### src/rtl/uart_transmitter.sv
// UART transmit end: serializes a DATA_BITS word as start(0), data LSB first, stop(1), each bit held CLKS_PER_BIT clocks.
// Optional macro UART_TX_PARITY_EN inserts an even-parity bit between the last data bit and the stop bit.
module uart_transmitter #(
    parameter int DATA_BITS    = 8,
    parameter int CLKS_PER_BIT = 1
) (
    input  logic                 clk,
    input  logic                 rst,
    input  logic                 start,
    input  logic [DATA_BITS-1:0] tx_data,
    output logic                 tx_out,
    output logic                 busy,
    output logic                 done
);

    localparam int BAUD_W = (CLKS_PER_BIT > 1) ? $clog2(CLKS_PER_BIT) : 1;
    localparam int IDX_W  = $clog2(DATA_BITS);
    localparam logic [BAUD_W-1:0] BAUD_LAST = BAUD_W'(CLKS_PER_BIT - 1);
    localparam logic [IDX_W-1:0]  IDX_LAST  = IDX_W'(DATA_BITS - 1);

    typedef enum logic [2:0] {
        S_IDLE   = 3'd0,
        S_START  = 3'd1,
        S_DATA   = 3'd2,
`ifdef UART_TX_PARITY_EN
        S_PARITY = 3'd3,
`endif
        S_STOP   = 3'd4
    } state_t;

    state_t                 state_q, state_d;
    logic [BAUD_W-1:0]      baud_q, baud_d;
    logic [IDX_W-1:0]       idx_q, idx_d;
    logic [DATA_BITS-1:0]   shreg_q, shreg_d;
    logic                   tx_q, tx_d;
    logic                   busy_q, busy_d;
    logic                   done_q, done_d;
    logic                   bit_end;
`ifdef UART_TX_PARITY_EN
    logic                   parity_q, parity_d;
`endif

    assign bit_end = (baud_q == BAUD_LAST);

    always_comb begin
        state_d = state_q;
        baud_d  = baud_q;
        idx_d   = idx_q;
        shreg_d = shreg_q;
        tx_d    = tx_q;
        busy_d  = busy_q;
        done_d  = 1'b0;
`ifdef UART_TX_PARITY_EN
        parity_d = parity_q;
`endif
        if (state_q == S_IDLE) begin
            tx_d   = 1'b1;
            busy_d = 1'b0;
            if (start) begin
                shreg_d = tx_data;
                tx_d    = 1'b0;
                busy_d  = 1'b1;
                baud_d  = '0;
                state_d = S_START;
`ifdef UART_TX_PARITY_EN
                parity_d = ^tx_data;
`endif
            end
        end else if (!bit_end) begin
            baud_d = baud_q + 1'b1;
        end else begin
            // Bit boundary: every non-idle state advances here.
            baud_d = '0;
            case (state_q)
                S_START: begin
                    tx_d    = shreg_q[0];
                    idx_d   = '0;
                    state_d = S_DATA;
                end
                S_DATA: begin
                    if (idx_q == IDX_LAST) begin
`ifdef UART_TX_PARITY_EN
                        tx_d    = parity_q;
                        state_d = S_PARITY;
`else
                        tx_d    = 1'b1;
                        state_d = S_STOP;
`endif
                    end else begin
                        shreg_d = shreg_q >> 1;
                        tx_d    = shreg_q[1];
                        idx_d   = idx_q + 1'b1;
                    end
                end
`ifdef UART_TX_PARITY_EN
                S_PARITY: begin
                    tx_d    = 1'b1;
                    state_d = S_STOP;
                end
`endif
                S_STOP: begin
                    tx_d    = 1'b1;
                    busy_d  = 1'b0;
                    done_d  = 1'b1;
                    state_d = S_IDLE;
                end
                default: begin
                    tx_d    = 1'b1;
                    busy_d  = 1'b0;
                    state_d = S_IDLE;
                end
            endcase
        end
    end

    always_ff @(posedge clk) begin
        if (rst) begin
            state_q <= S_IDLE;
            baud_q  <= '0;
            idx_q   <= '0;
            shreg_q <= '0;
            tx_q    <= 1'b1;
            busy_q  <= 1'b0;
            done_q  <= 1'b0;
`ifdef UART_TX_PARITY_EN
            parity_q <= 1'b0;
`endif
        end else begin
            state_q <= state_d;
            baud_q  <= baud_d;
            idx_q   <= idx_d;
            shreg_q <= shreg_d;
            tx_q    <= tx_d;
            busy_q  <= busy_d;
            done_q  <= done_d;
`ifdef UART_TX_PARITY_EN
            parity_q <= parity_d;
`endif
        end
    end

    assign tx_out = tx_q;
    assign busy   = busy_q;
    assign done   = done_q;

endmodule

### config.mk
export PLATFORM = sky130hd
export DESIGN_NAME = uart_transmitter
export DESIGN_NICKNAME = d
export VERILOG_FILES = /design/src/rtl/uart_transmitter.sv
export SDC_FILE = /design/constraint.sdc
export NUM_CORES = 1
export LEC_CHECK = 0
export ABC_AREA = 0
export CORE_UTILIZATION = 49
export CTS_CLUSTER_DIAMETER = 40
export DETAILED_ROUTE_END_ITERATION = 7
export DONT_BUFFER_PORTS = 1
export GPL_TIMING_DRIVEN = 0
export HOLD_SLACK_MARGIN = 0.06
export PLACE_DENSITY = 0.64
export SLEW_MARGIN = 15
export SYNTH_ARGS = -nofsm -noshare
export SYNTH_HDL_FRONTEND = slang
export SYNTH_SLANG_ARGS = --single-unit
### constraint.sdc
create_clock -name clk -period 1.9 [get_ports clk]
set_clock_uncertainty 0.15 [all_clocks]
set_input_delay 0 -clock clk [delete_from_list [all_inputs] [get_ports clk]]
set_output_delay 0 -clock clk [all_outputs]
set_load 0.02 [all_outputs]
After elaboration in Yosys (flattened, before gate mapping)
Cells that the tools add are included.
{ "classes": {"add_sub_neg": 2, "eq_ne": 10, "muxes": 25, "n_bitwise": 2, "reduce_logical": 9} }
{ "op_table": {"columns": ["operator", "n"], "rows": [
  ["8-bit two-way mux", 5],
  ["3-bit two-way mux", 5],
  ["1-bit two-way mux", 12],
  ["3-bit case mux with 2 select lines", 2],
  ["4-bit AND reduction", 2],
  ["3-bit == test, second input constant", 2],
  ["2-bit != test, second input constant", 3],
  ["2-bit by 1-bit != test with 1-bit output, second input constant", 2],
  ["2-bit nonzero test", 2],
  ["3-bit by 1-bit adder with 3-bit output, second input constant", 1],
  ["3-bit by 1-bit == test with 1-bit output, second input constant", 1],
  ["3-bit by 2-bit == test with 1-bit output, second input constant", 1],
  ["3-bit logical NOT", 1],
  ["3-bit != test, second input constant", 1],
  ["3-bit AND reduction", 1],
  ["3-bit OR reduction", 1],
  ["1-bit NOT", 2],
  ["1-bit case mux with 2 select lines", 1],
  ["2-bit AND reduction", 1],
  ["2-bit OR reduction", 1],
  ["1-bit adder, second input constant", 1]
]} }
{ "word_totals": {"register_bits": 18, "in_bits": 11, "out_inout_bits": 3, "wordCells": 55} }

Longest topological paths before layout
Gate-level depths: netlist of the first run.
{ "depth": {"word_depth": 5, "ltp_mapped": 6, "ltp_nobuf": 5} }

Least setup slack after synthesis of the first run
OpenSTA, ideal clock, no wires.
{ "synth_timing": {"path_type": "flip-flop to flip-flop", "from": "register idx_q[0]", "to": "register tx_q, in the netlist tx_out", "setup_ns": 0.124, "t_arrival_ns": 1.350, "t_required_ns": 1.626, "slack_ns": 0.276, "stages_incl_launch_ff": 7, "n_path_buf": 1, "synth_period_minus_slack_ns": 1.624, "path_cell_list": "dfxtp_1 -> ha_1 -> ha_1 -> buf_6 -> nor2_1 -> o21bai_1 -> a2111o_1"} }
{ "synth_between": {"elab_chain_cells": 5} }
{ "synth_lines": {"columns": ["item", "line", "rtl"], "rows": [
  ["from (decl)", "33", "logic [IDX_W-1:0] idx_q, idx_d;"],
  ["from (signal assigned)", "131", "idx_q <= idx_d;"],
  ["3-bit == test", "81", "if (idx_q == IDX_LAST) begin"],
  ["1-bit two-way mux", "81", null],
  ["1-bit case mux with 2 select lines", "74", "case (state_q)"],
  ["1-bit two-way mux", "69", "end else if (!bit_end) begin"],
  ["1-bit two-way mux", "56", "if (state_q == S_IDLE) begin"],
  ["to (signal assigned)", "133", "tx_q <= tx_d;"],
  ["to (decl)", "35", "logic tx_q, tx_d;"]
]} }
Every way passes these cells. The select of a mux whose other input is x is not followed.
A chain may end at the register's enable or synchronous reset.

Worst setup path in the final report of the first run
{ "layout_timing": {"from": "register idx_q[0]", "to": "register shreg_q[4]"} }
{ "layout_between": {"elab_chain_cells": 3} }
{ "layout_lines": {"columns": ["item", "line", "rtl"], "rows": [
  ["3-bit == test", "81", null],
  ["2-bit != test (no line)", null, null],
  ["4-bit AND reduction (no line)", null, null],
  ["to (signal assigned)", "132", "shreg_q <= shreg_d;"],
  ["to (decl)", "34", "logic [DATA_BITS-1:0] shreg_q, shreg_d;"]
]} }
Every way passes these cells.

==> results of run 1 <==
[power groups by stage]
stage / sequential (mW) / combinational [mW] / clock [mW]
2_1_floorplan: 0.407 / 0.122 / 0
3_3_place_gp: 0.410 / 0.140 / 0
3_5_place_dp: 0.411 / 0.142 / 0
4_1_cts: 0.402 / 0.159 / 0.201
5_1_grt: 0.405 / 0.176 / 0.213
6_report: 0.402 / 0.157 / 0.198
[layout make-up]
| class | instances | area, um^2 | area share (%) |
|---|---|---|---|
| sequential | 17 | 340 | 32.2 |
| inverter | 7 | 26.3 | 2.48 |
| multi-input combinational | 63 | 477 | 45.0 |
| timing repair buffer | 10 | 100 | 9.46 |
| buffer | 8 | 57.6 | 5.44 |
| clock buffer | 4 | 26.3 | 2.48 |
| tap | 25 | 31.3 | 2.96 |
[through the flow]
stage | hold slack [ps] | cells | setup WS [ps] | area, um^2
after floorplan | -11.2 | 95 | 276 | 901
after global placement | -4.03 | 120 | 169 | 932
after detailed placement | 7.33 | 120 | 146 | 932
after CTS | 249 | 134 | 124 | 1060
after global routing | 267 | 134 | 43.1 | 1060
final | 244 | 134 | 160 | 1060
[sequential cells by signal (all words and copies together) (netlist names)]
signal,cells
idx_q,3
state_q,3
shreg_q,8
tx_out,1
done,1
busy,1
[worst paths after layout]
path	start	end	cells after the start
max	idx_q[0]	shreg_q[4]	6
min	tx_data[7]	shreg_q[7]	3
max reg2reg	idx_q[0]	shreg_q[4]	6
min reg2reg	shreg_q[2]	shreg_q[2]	2
[repair_timing]
item                                   4_1_cts  5_1_grt
setup buffers                                0        0
hold buffers                                10        0
setup endpoints to repair                    0        0
endpoints found under the hold margin       10        0
[per-layer routing]
metal	routed length [um]	up-vias	share of wire (%)
li1	-	361	-
met2	828	9	50
met4	36	0	2.2
met3	34	5	2.0
met1	768	330	46
met5	0	-	0
[worst max-delay path, cell delays in order (launching register included)]
cell      delay, ps
dfxtp_1         330
ha_1            200
ha_1            180
buf_6           140
and2b_1         230
o21ai_4         110
a221oi_1        300
[cell families after synthesis]
kind of cell               Yosys count  synth area share, %
DFF                                 17                 37.8
adders and majority gates            2                 2.78
buffers and inverters               15                 9.31
muxes                                5                 5.56
and+or+nand+nor                     36                 22.9
AOI/OAI and AO/OA                   20                 21.7
[cells in the final DEF (no fill, tap or decap), types with 3 or more instances in the layout]
cell type and count:
a221oi_1 5, dlygate4sd3_1 10, buf_4 3, nand2b_1 5, inv_1 7, nand2_1 4
nor2_1 17, clkbuf_1 3, dfxtp_1 17, clkbuf_4 3, mux2i_1 5, a22o_1 7
==> results by group, run 1 <==
Clock network
  • TritonCTS clock tree: done
  • CTS Sinks: 17
  • Clock Latency Late Sink: 290 ps
  • Max clock buf depth: 2
  • # resized after CTS: 0
  • Number of CTS-inserted buffers: 3
  • H-Tree Depth: 1
  • Clock-pin slew on the worst setup and hold paths: 100 ps
  • Root Buffer Master: clkbuf_4

Yosys
  • Yosys warning count: 0
  • Synth Instances: 95
  • Ys async rst share: 0%
  • Predominant post-synthesis flop cell: dfxtp_1
  • Yosys top cell area share: 37.8%
  • Flops & latches, synth: 17
  • Post-synth EDFFs: 0
  • Post-Syn Area: 901 um^2
  • Net Count, Synth: 108
  • Sequential fraction of the synthesis area: 37.8%
  • Syn Area/Cell: 9.48 um^2
  • Largest area contributor in the netlist: dfxtp_1
  • Commonest cells post-synth: dfxtp_1 (17), nor2_1 (17), a22o_1 (7), inv_1 (7)
  • Library cells used by synthesis: 28
  • Top post-synthesis cells by area: dfxtp_1 (38%), nor2_1 (7.1%), a22o_1 (6.8%), mux2i_1 (5.6%), a221oi_1 (4.9%)

Setup path
  • Reg2Reg Setup Slack: 160 ps
  • Required @ worst endpoint: 1950 ps
  • Crit path DAT: 1790 ps
  • Setup CP Type: reg -> reg
  • Crit Path Max Fanout: 10
  • Crit. End Element: register
  • Critical path launch point type: register

Power and ir drop
  • Clk network pwr share: 26.1%
  • Pleak: 0.435 nW
  • Peak VDD IR: 0.000422 V
  • Total power draw: 0.757 mW
  • Share of power burned in registers: 53.1%
  • Internal power: 0.545 mW
  • PwrDens: 715 nW/um^2
  • Sw power: 0.212 mW
  • Switching fraction of total power: 27.9%
  • Combinational share of power: 20.8%

Routing
  • Aggregate routed wire length: 1670 um
  • Final ANT Viol Nets: 0
  • Starting DRC count in detailed routing: 8
  • Vias/cell: 5.26
  • Via Count: 705
  • # DRC: 0
  • DR pass1 iterations: 4
  • Routed wire per std cell: 12.4 um

STA
  • RSZ-0062 raised after global routing: no
  • Slew Limit Fails: 0
  • Final min period: 1740 ps
  • Final hold violation count: 0
  • Relative slew slack: 66.0%
  • Setup Viol. Count Final: 0
  • Tightest Pin Transition: 510 ps
  • TNS Setup: 0 ps
  • Final period utilization: 91.6%
  • Max Freq: 0.575 GHz

Finish
  • Layout cells sized above 1: 14.7%
  • Layout Utilization: 61.3%
  • Antenna diode count: 0
  • Layout area overhead: 17.5%
  • Nets: 123
  • Fillers: 165

Placement
  • IO buf count: 0
  • Dpl hpwl: 1120 um
  • Final Wtd Congestion: 0.662

GRT
  • Met2 Use GR: 30.6%
  • Antenna violations before repair: 0
  • GRT Util Overall: 18.7%
  • Vias in the first global route: 640
  • Global route hottest layer: met2
  • Total gr overflow: 0
  • Met3 Track Usage GR: 2.40%
  • Grt met1 use: 23.6%
  • Pin count of the biggest net entering global routing: 11
  • First-pass GRT wire length: 2700 um

Floorplanning
  • Die Span X: 44.9 um
  • Die height: 44.9 um
  • Starting density of the core: 52.2%
  • I/O pin cnt: 14
  • Placeable Area: 1730 um^2
  • Site Rows: 15
  • Total die area: 2010 um^2

Outcome
  • Status: finished, final reports clean

Min path
  • Worst hold path class: in -> reg

Flow run
  • Max-capacitance violation count: 0
(Power assumes the default switching activity.)
==> run 2, diff against run 1 <==
--- a/config.mk
+++ b/config.mk
@@ -12,7 +12,7 @@
 export DONT_BUFFER_PORTS = 1
 export GPL_TIMING_DRIVEN = 0
 export HOLD_SLACK_MARGIN = 0.06
-export PLACE_DENSITY = 0.64
+export PLACE_DENSITY = 0.66
 export SLEW_MARGIN = 15
 export SYNTH_ARGS = -nofsm -noshare
 export SYNTH_HDL_FRONTEND = slang
==> constraint.sdc (replaced) <==
create_clock -name clk -period 1.48 [get_ports clk]
set_clock_uncertainty 0.15 [all_clocks]
set_input_delay 0 -clock clk [delete_from_list [all_inputs] [get_ports clk]]
set_output_delay 0 -clock clk [all_outputs]
set_load 0.02 [all_outputs]
==> results by group, run 2 (synthesized netlist as in run 1, its figures left out) <==
Floorplanning
  • Site Rows: 15 (unchanged)
  • Placeable Area: 1730 um^2 (unchanged)
  • Total die area: 2010 um^2 (unchanged)
  • Die height: 44.9 um (unchanged)
  • Die Span X: 44.9 um (unchanged)
  • Starting density of the core: 52.2% (unchanged)
  • I/O pin cnt: 14 (unchanged)

Clock network
  • CTS Sinks: 17 (unchanged)
  • Number of CTS-inserted buffers: 3 (unchanged)
  • Max clock buf depth: 2 (unchanged)
  • Clock-pin slew on the worst setup and hold paths: 100 ps (about the same)
  • Root Buffer Master: clkbuf_4 (unchanged)
  • H-Tree Depth: 1 (unchanged)
  • Clock Latency Late Sink: 290 ps (about the same)
  • TritonCTS clock tree: done (unchanged)

STA
  • Final min period: 1620 ps (was 1740 ps)
  • Relative slew slack: 73.8% (was 66.0%)
  • Max Freq: 0.617 GHz (was 0.575 GHz)
  • RSZ-0062 raised after global routing: yes (was no)
  • Tightest Pin Transition: 392 ps (was 510 ps)
  • Setup Viol. Count Final: 12 (was 0)
  • Final period utilization: 109% (was 91.6%)
  • TNS Setup: -994 ps (was 0 ps)
  • Slew Limit Fails: 0 (unchanged)
  • Final WS setup: -139 ps (was 160 ps)
  • Final hold violation count: 0 (unchanged)

Finish
  • Design Area, Final: 1180 um^2 (was 1060 um^2)
  • Nets: 128 (was 123)
  • Biggest register: shreg_q (unchanged)
  • Top flop regs: shreg_q: 8 flops, idx_q: 3 flops, state_q: 3 flops (unchanged)
  • Largest register FFs: 8 (unchanged)
  • Layout cells sized above 1: 28.9% (was 14.7%)
  • Layout Utilization: 68.2% (was 61.3%)
  • Layout area overhead: 30.7% (was 17.5%)
  • Antenna diode count: 0 (unchanged)
  • Most common cell after layout, fill and taps aside: nor2_1
  • Commonest cells after routing, fill and taps aside: nor2_1 (16), dfxtp_1 (15), dlygate4sd3_1 (10) (was nor2_1 (17), dfxtp_1 (17), dlygate4sd3_1 (10), a22o_1 (7), inv_1 (7))

Power and ir drop
  • Internal power: 0.723 mW (was 0.545 mW)
  • Pleak: 0.472 nW (was 0.435 nW)
  • Combinational share of power: 24.2% (was 20.8%)
  • Switching fraction of total power: 28.8% (was 27.9%)
  • PwrDens: 862 nW/um^2 (was 715 nW/um^2)
  • Sw power: 0.292 mW (was 0.212 mW)
  • Clk network pwr share: 24.7% (was 26.1%)
  • Share of power burned in registers: 51.1% (was 53.1%)
  • Peak VDD IR: 0.000646 V (was 0.000422 V)

Placement
  • Dpl cell area: 998 um^2 (was 932 um^2)
  • IO buf count: 0 (unchanged)
  • Dpl hpwl: 1140 um (was 1120 um)
  • Final Wtd Congestion: 0.686 (was 0.662)

GRT
  • GRT Util Overall: 21.0% (was 18.7%)
  • Vias in the first global route: 718 (was 640)
  • Antenna violations before repair: 0 (unchanged)
  • Total gr overflow: 0 (unchanged)
  • First-pass GRT wire length: 2960 um (was 2700 um)
  • Pin count of the biggest net entering global routing: 11 (unchanged)

Setup path
  • Crit path top cell by count: ha_4 (was ha_1)
  • Crit Path Max Fanout: 4 (was 10)
  • Crit path DAT: 1670 ps (was 1790 ps)
  • Required @ worst endpoint: 1530 ps (was 1950 ps)
  • Crit. End Element: register (unchanged)
  • CP cell instances: ha_4 -> ha_4 -> and2b_1 -> o21ai_4 -> buf_6 -> a221oi_2 (was ha_1 -> ha_1 -> buf_6 -> and2b_1 -> o21ai_4 -> a221oi_1)
  • CP max stage delay: 350 ps (was 330 ps)
  • Critical path launch point type: register (unchanged)
  • Setup CP Type: reg -> reg (unchanged)
  • Worst path slowest cell: dfxtp_2 (was dfxtp_1)

Routing
  • # DRC: 0 (unchanged)
  • Routed wire per std cell: 12.7 um (was 12.4 um)
  • Via Count: 701 (was 705)
  • Vias/cell: 5.04 (was 5.26)
  • Aggregate routed wire length: 1770 um (was 1670 um)
  • Starting DRC count in detailed routing: 13 (was 8)
  • DR pass1 iterations: 4 (unchanged)
  • Final ANT Viol Nets: 0 (unchanged)

Min path
  • Worst hold path class: in -> reg (unchanged)

Outcome
  • Failing checks: negative setup slack
  • Status: complete, but fails checks (was finished, final reports clean)

Flow run
  • Max-capacitance violation count: 0 (unchanged)
-- run 2: worst max-delay path: cells and delay by family (launching register included) --
kind | cells | cell delay (ps)
AOI/OAI and AO/OA | 2 | 320
adders and majority gates | 2 | 330
buffers and inverters | 1 | 140
DFF | 1 | 350
and+or+nand+nor | 1 | 230
-- run 2: what timing repair did --
item,4_1_cts,5_1_grt
endpoints found under the hold margin,13,0
resized for setup,2,3
setup buffers,4,3
setup endpoints to repair,12,15
pin swaps,1,1
hold buffers,10,0
-- run 2: final timing paths --
| path | startpoint | end | slack (ps) | depth (start not counted) |
|---|---|---|---|---|
| min | start | shreg_q[1] | 80 | 4 |
| min reg2reg | shreg_q[4] | shreg_q[4] | 320 | 2 |
| max reg2reg | idx_q[0] | shreg_q[0] | -140 | 6 |
| max | idx_q[0] | shreg_q[0] | -140 | 6 |
-- run 2: stage by stage --
stage	setup slack [ps]	hold WS, ps	power, mW	cells
global route	-180	85.3	1.07	139
finish	-139	80.3	1.02	139
global placement	-207	-5.18	0.728	120
detailed placement	-235	-3.32	0.734	120
floorplan	-95.9	-11.2	0.702	95
CTS	-138	78.8	1.02	136
-- run 2: cell type report --
cell class,instances,area (um^2)
buffer,7,47.5
clock buffer,3,22.5
clock inverter,1,5.00
fill,153,549
inverter,7,26.3
multi-input combinational,63,549
sequential,17,343
tap,25,31.3
timing repair buffer,16,153
-- run 2: routing by layer --
metal,part of all wire [%],up-vias,GRT usage [%]
li1,-,369,-
met1,45,325,22.4
met2,53,5,38.2
met3,1.3,2,3.60
met4,1.1,0,12.7
met5,0,-,0
-- run 2: power groups by stage --
stage	clock network (mW)	registers, mW	logic (mW)
after floorplan	0	0.525	0.177
after global placement	0	0.528	0.200
after detailed placement	0	0.530	0.204
after CTS	0.268	0.519	0.229
after global routing	0.275	0.522	0.269
final	0.251	0.519	0.245
==> run 3, diff against run 2 <==
--- a/config.mk
+++ b/config.mk
@@ -6,13 +6,16 @@
 export NUM_CORES = 1
 export LEC_CHECK = 0
 export ABC_AREA = 0
-export CORE_UTILIZATION = 49
+export CELL_PAD_IN_SITES_DETAIL_PLACEMENT = 1
+export CELL_PAD_IN_SITES_GLOBAL_PLACEMENT = 2
+export CORE_MARGIN = 5
+export CORE_UTILIZATION = 33
 export CTS_CLUSTER_DIAMETER = 40
 export DETAILED_ROUTE_END_ITERATION = 7
 export DONT_BUFFER_PORTS = 1
 export GPL_TIMING_DRIVEN = 0
 export HOLD_SLACK_MARGIN = 0.06
-export PLACE_DENSITY = 0.66
+export PLACE_DENSITY = 0.71
 export SLEW_MARGIN = 15
 export SYNTH_ARGS = -nofsm -noshare
 export SYNTH_HDL_FRONTEND = slang
==> results by group, run 3 (synthesized netlist as in run 1, its figures left out) <==
Finish
  • Layout Utilization: 44.4% (was 68.2%)
  • Commonest cells after routing, fill and taps aside: nor2_1 (16), dfxtp_1 (15), dlygate4sd3_1 (10) (unchanged)
  • Non-Filler Instances: 143 (was 139)
  • Largest register FFs: 8 (unchanged)
  • Layout area overhead: 32.4% (was 30.7%)
  • Biggest register: shreg_q (unchanged)
  • Antenna diode count: 0 (unchanged)
  • Most common cell after layout, fill and taps aside: nor2_1 (unchanged)
  • Top flop regs: shreg_q: 8 flops, idx_q: 3 flops, state_q: 3 flops (unchanged)
  • Layout cells sized above 1: 26.8% (was 28.9%)
  • Nets: 126 (was 128)

Clock network
  • CTS Sinks: 17 (unchanged)
  • Max clock buf depth: 2 (unchanged)
  • Root Buffer Master: clkbuf_4 (unchanged)
  • Clock Latency Late Sink: 290 ps (about the same)
  • H-Tree Depth: 1 (unchanged)
  • TritonCTS clock tree: done (unchanged)
  • Clock-pin slew on the worst setup and hold paths: 100 ps (about the same)
  • Number of CTS-inserted buffers: 3 (unchanged)

STA
  • RSZ-0062 raised after global routing: yes (unchanged)
  • Final min period: 1610 ps (was 1620 ps)
  • Setup Viol. Count Final: 13 (was 12)
  • Final hold violation count: 0 (unchanged)
  • Slew Limit Fails: 0 (unchanged)
  • Tightest Pin Transition: 681 ps (was 392 ps)
  • Relative slew slack: 54.6% (was 73.8%)
  • Final WS setup: -126 ps (was -139 ps)
  • Max Freq: 0.623 GHz (was 0.617 GHz)
  • Final period utilization: 109% (about the same)
  • Hold Slack: 53.3 ps (was 80.3 ps)

Setup path
  • Crit. End Element: register (unchanged)
  • Reg2Reg Capture Point: shreg_q[6] (was shreg_q[0])
  • R2R Path Start: idx_q[0] (unchanged)
  • Setup CP Type: reg -> reg (unchanged)
  • Critical path launch point type: register (unchanged)
  • Crit path DAT: 1670 ps (about the same)
  • R2r worst-path depth: 6 (unchanged)
  • Reg2Reg Setup Slack: -130 ps (was -140 ps)
  • Required @ worst endpoint: 1540 ps (was 1530 ps)
  • Crit Path Max Fanout: 5 (was 4)

Min path
  • Hold EP: idx_q[0] (was shreg_q[1])
  • Worst hold path class: in -> reg (unchanged)
  • Hold path startpoint: rst (was start)
  • WHS Path Cells: 3 (was 4)

Floorplanning
  • Placeable Area: 2690 um^2 (was 1730 um^2)
  • Site Rows: 19 (was 15)
  • Total die area: 3880 um^2 (was 2010 um^2)
  • I/O pin cnt: 14 (unchanged)
  • Die height: 62.3 um (was 44.9 um)
  • Die Span X: 62.3 um (was 44.9 um)
  • Starting density of the core: 33.5% (was 52.2%)

Placement
  • Dpl hpwl: 1410 um (was 1140 um)
  • Placed cell count: 126 (was 120)
  • IO buf count: 0 (unchanged)
  • Final Wtd Congestion: 0.666 (was 0.686)

Outcome
  • Failing checks: negative setup slack (unchanged)
  • Status: complete, but fails checks (unchanged)

Power and ir drop
  • Clk network pwr share: 24.8% (was 24.7%)
  • Internal power: 0.729 mW (was 0.723 mW)
  • Pleak: 0.462 nW (was 0.472 nW)
  • Combinational share of power: 24.8% (was 24.2%)
  • Switching fraction of total power: 29.0% (was 28.8%)
  • PwrDens: 861 nW/um^2 (was 862 nW/um^2)
  • Sw power: 0.298 mW (was 0.292 mW)
  • Peak VDD IR: 0.000470 V (was 0.000646 V)
  • Share of power burned in registers: 50.4% (was 51.1%)

Routing
  • DR pass1 iterations: 5 (was 4)
  • # DRC: 0 (unchanged)
  • Starting DRC count in detailed routing: 16 (was 13)
  • Aggregate routed wire length: 2170 um (was 1770 um)
  • Final ANT Viol Nets: 0 (unchanged)
  • Via Count: 734 (was 701)
  • Vias/cell: 5.13 (was 5.04)
  • Routed wire per std cell: 15.2 um (was 12.7 um)

GRT
  • First-pass GRT wire length: 3790 um (was 2960 um)
  • Pin count of the biggest net entering global routing: 11 (unchanged)
  • Vias in the first global route: 767 (was 718)
  • Antenna violations before repair: 0 (unchanged)
  • Total gr overflow: 0 (unchanged)
  • GRT Util Overall: 12.1% (was 21.0%)

Flow run
  • Max-capacitance violation count: 0 (unchanged)
-- run 3: how the worst max path moves through the flow --
stage	startpoint	depth (start not counted)	slack, ps	to
after detailed placement	idx_q[0]	6	-260	shreg_q[7]
after global placement	idx_q[0]	6	-240	shreg_q[7]
after global routing	idx_q[0]	6	-200	shreg_q[4]
final	idx_q[0]	6	-130	shreg_q[6]
after floorplan	idx_q[1]	6	-100	shreg_q[7]
after CTS	idx_q[0]	6	-120	shreg_q[6]
-- run 3: metrics by stage --
stage                     setup slack [ps]  instance area [um^2]  power, mW  setup TNS [ps]
final                                 -126                  1190       1.03           -1330
after global routing                  -198                  1190       1.10           -2240
after floorplan                      -95.9                   967      0.702            -628
after detailed placement              -257                  1010      0.741           -2200
after CTS                             -123                  1190       1.05           -1310
after global placement                -236                  1010      0.735           -1980
-- run 3: cell type report --
cell class              instances  area [um^2]
repair buffers                 14          159
well taps                      31         38.8
plain buffers                   7         46.3
flip-flops and latches         17          345
clock buffers                   4         26.3
fillers                       305         1490
inverters                       7         26.3
multi-input cells              63          551
-- run 3: worst max-delay path, cell delays in order (launching register included) --
cell	delay [ps]
dfxtp_4	370
ha_4	160
ha_4	170
and2b_2	230
o21ai_4	70
buf_12	150
a221oi_2	220
-- run 3: layer usage --
metal  global-route usage, %  wire length (um)
met1                    14.6              1030
met2                    20.5              1060
met3                    3.60                70
met4                    3.98                10
met5                       0                 0
-- run 3: power groups by stage --
stage	logic [mW]	clock network, mW	registers [mW]
floorplan	0.177	0	0.525
global placement	0.207	0	0.528
detailed placement	0.211	0	0.530
CTS	0.257	0.277	0.520
global route	0.281	0.293	0.523
finish	0.254	0.255	0.518
-- run 3: timing repair --
action | in CTS | in global routing
pin swaps | 2 | 0
setup buffers | 4 | 0
gates resized for setup | 2 | 2
gates cloned | 0 | 0
hold buffers | 10 | 0
endpoints found under the hold margin | 10 | 0
endpoints found under the setup margin | 13 | 13
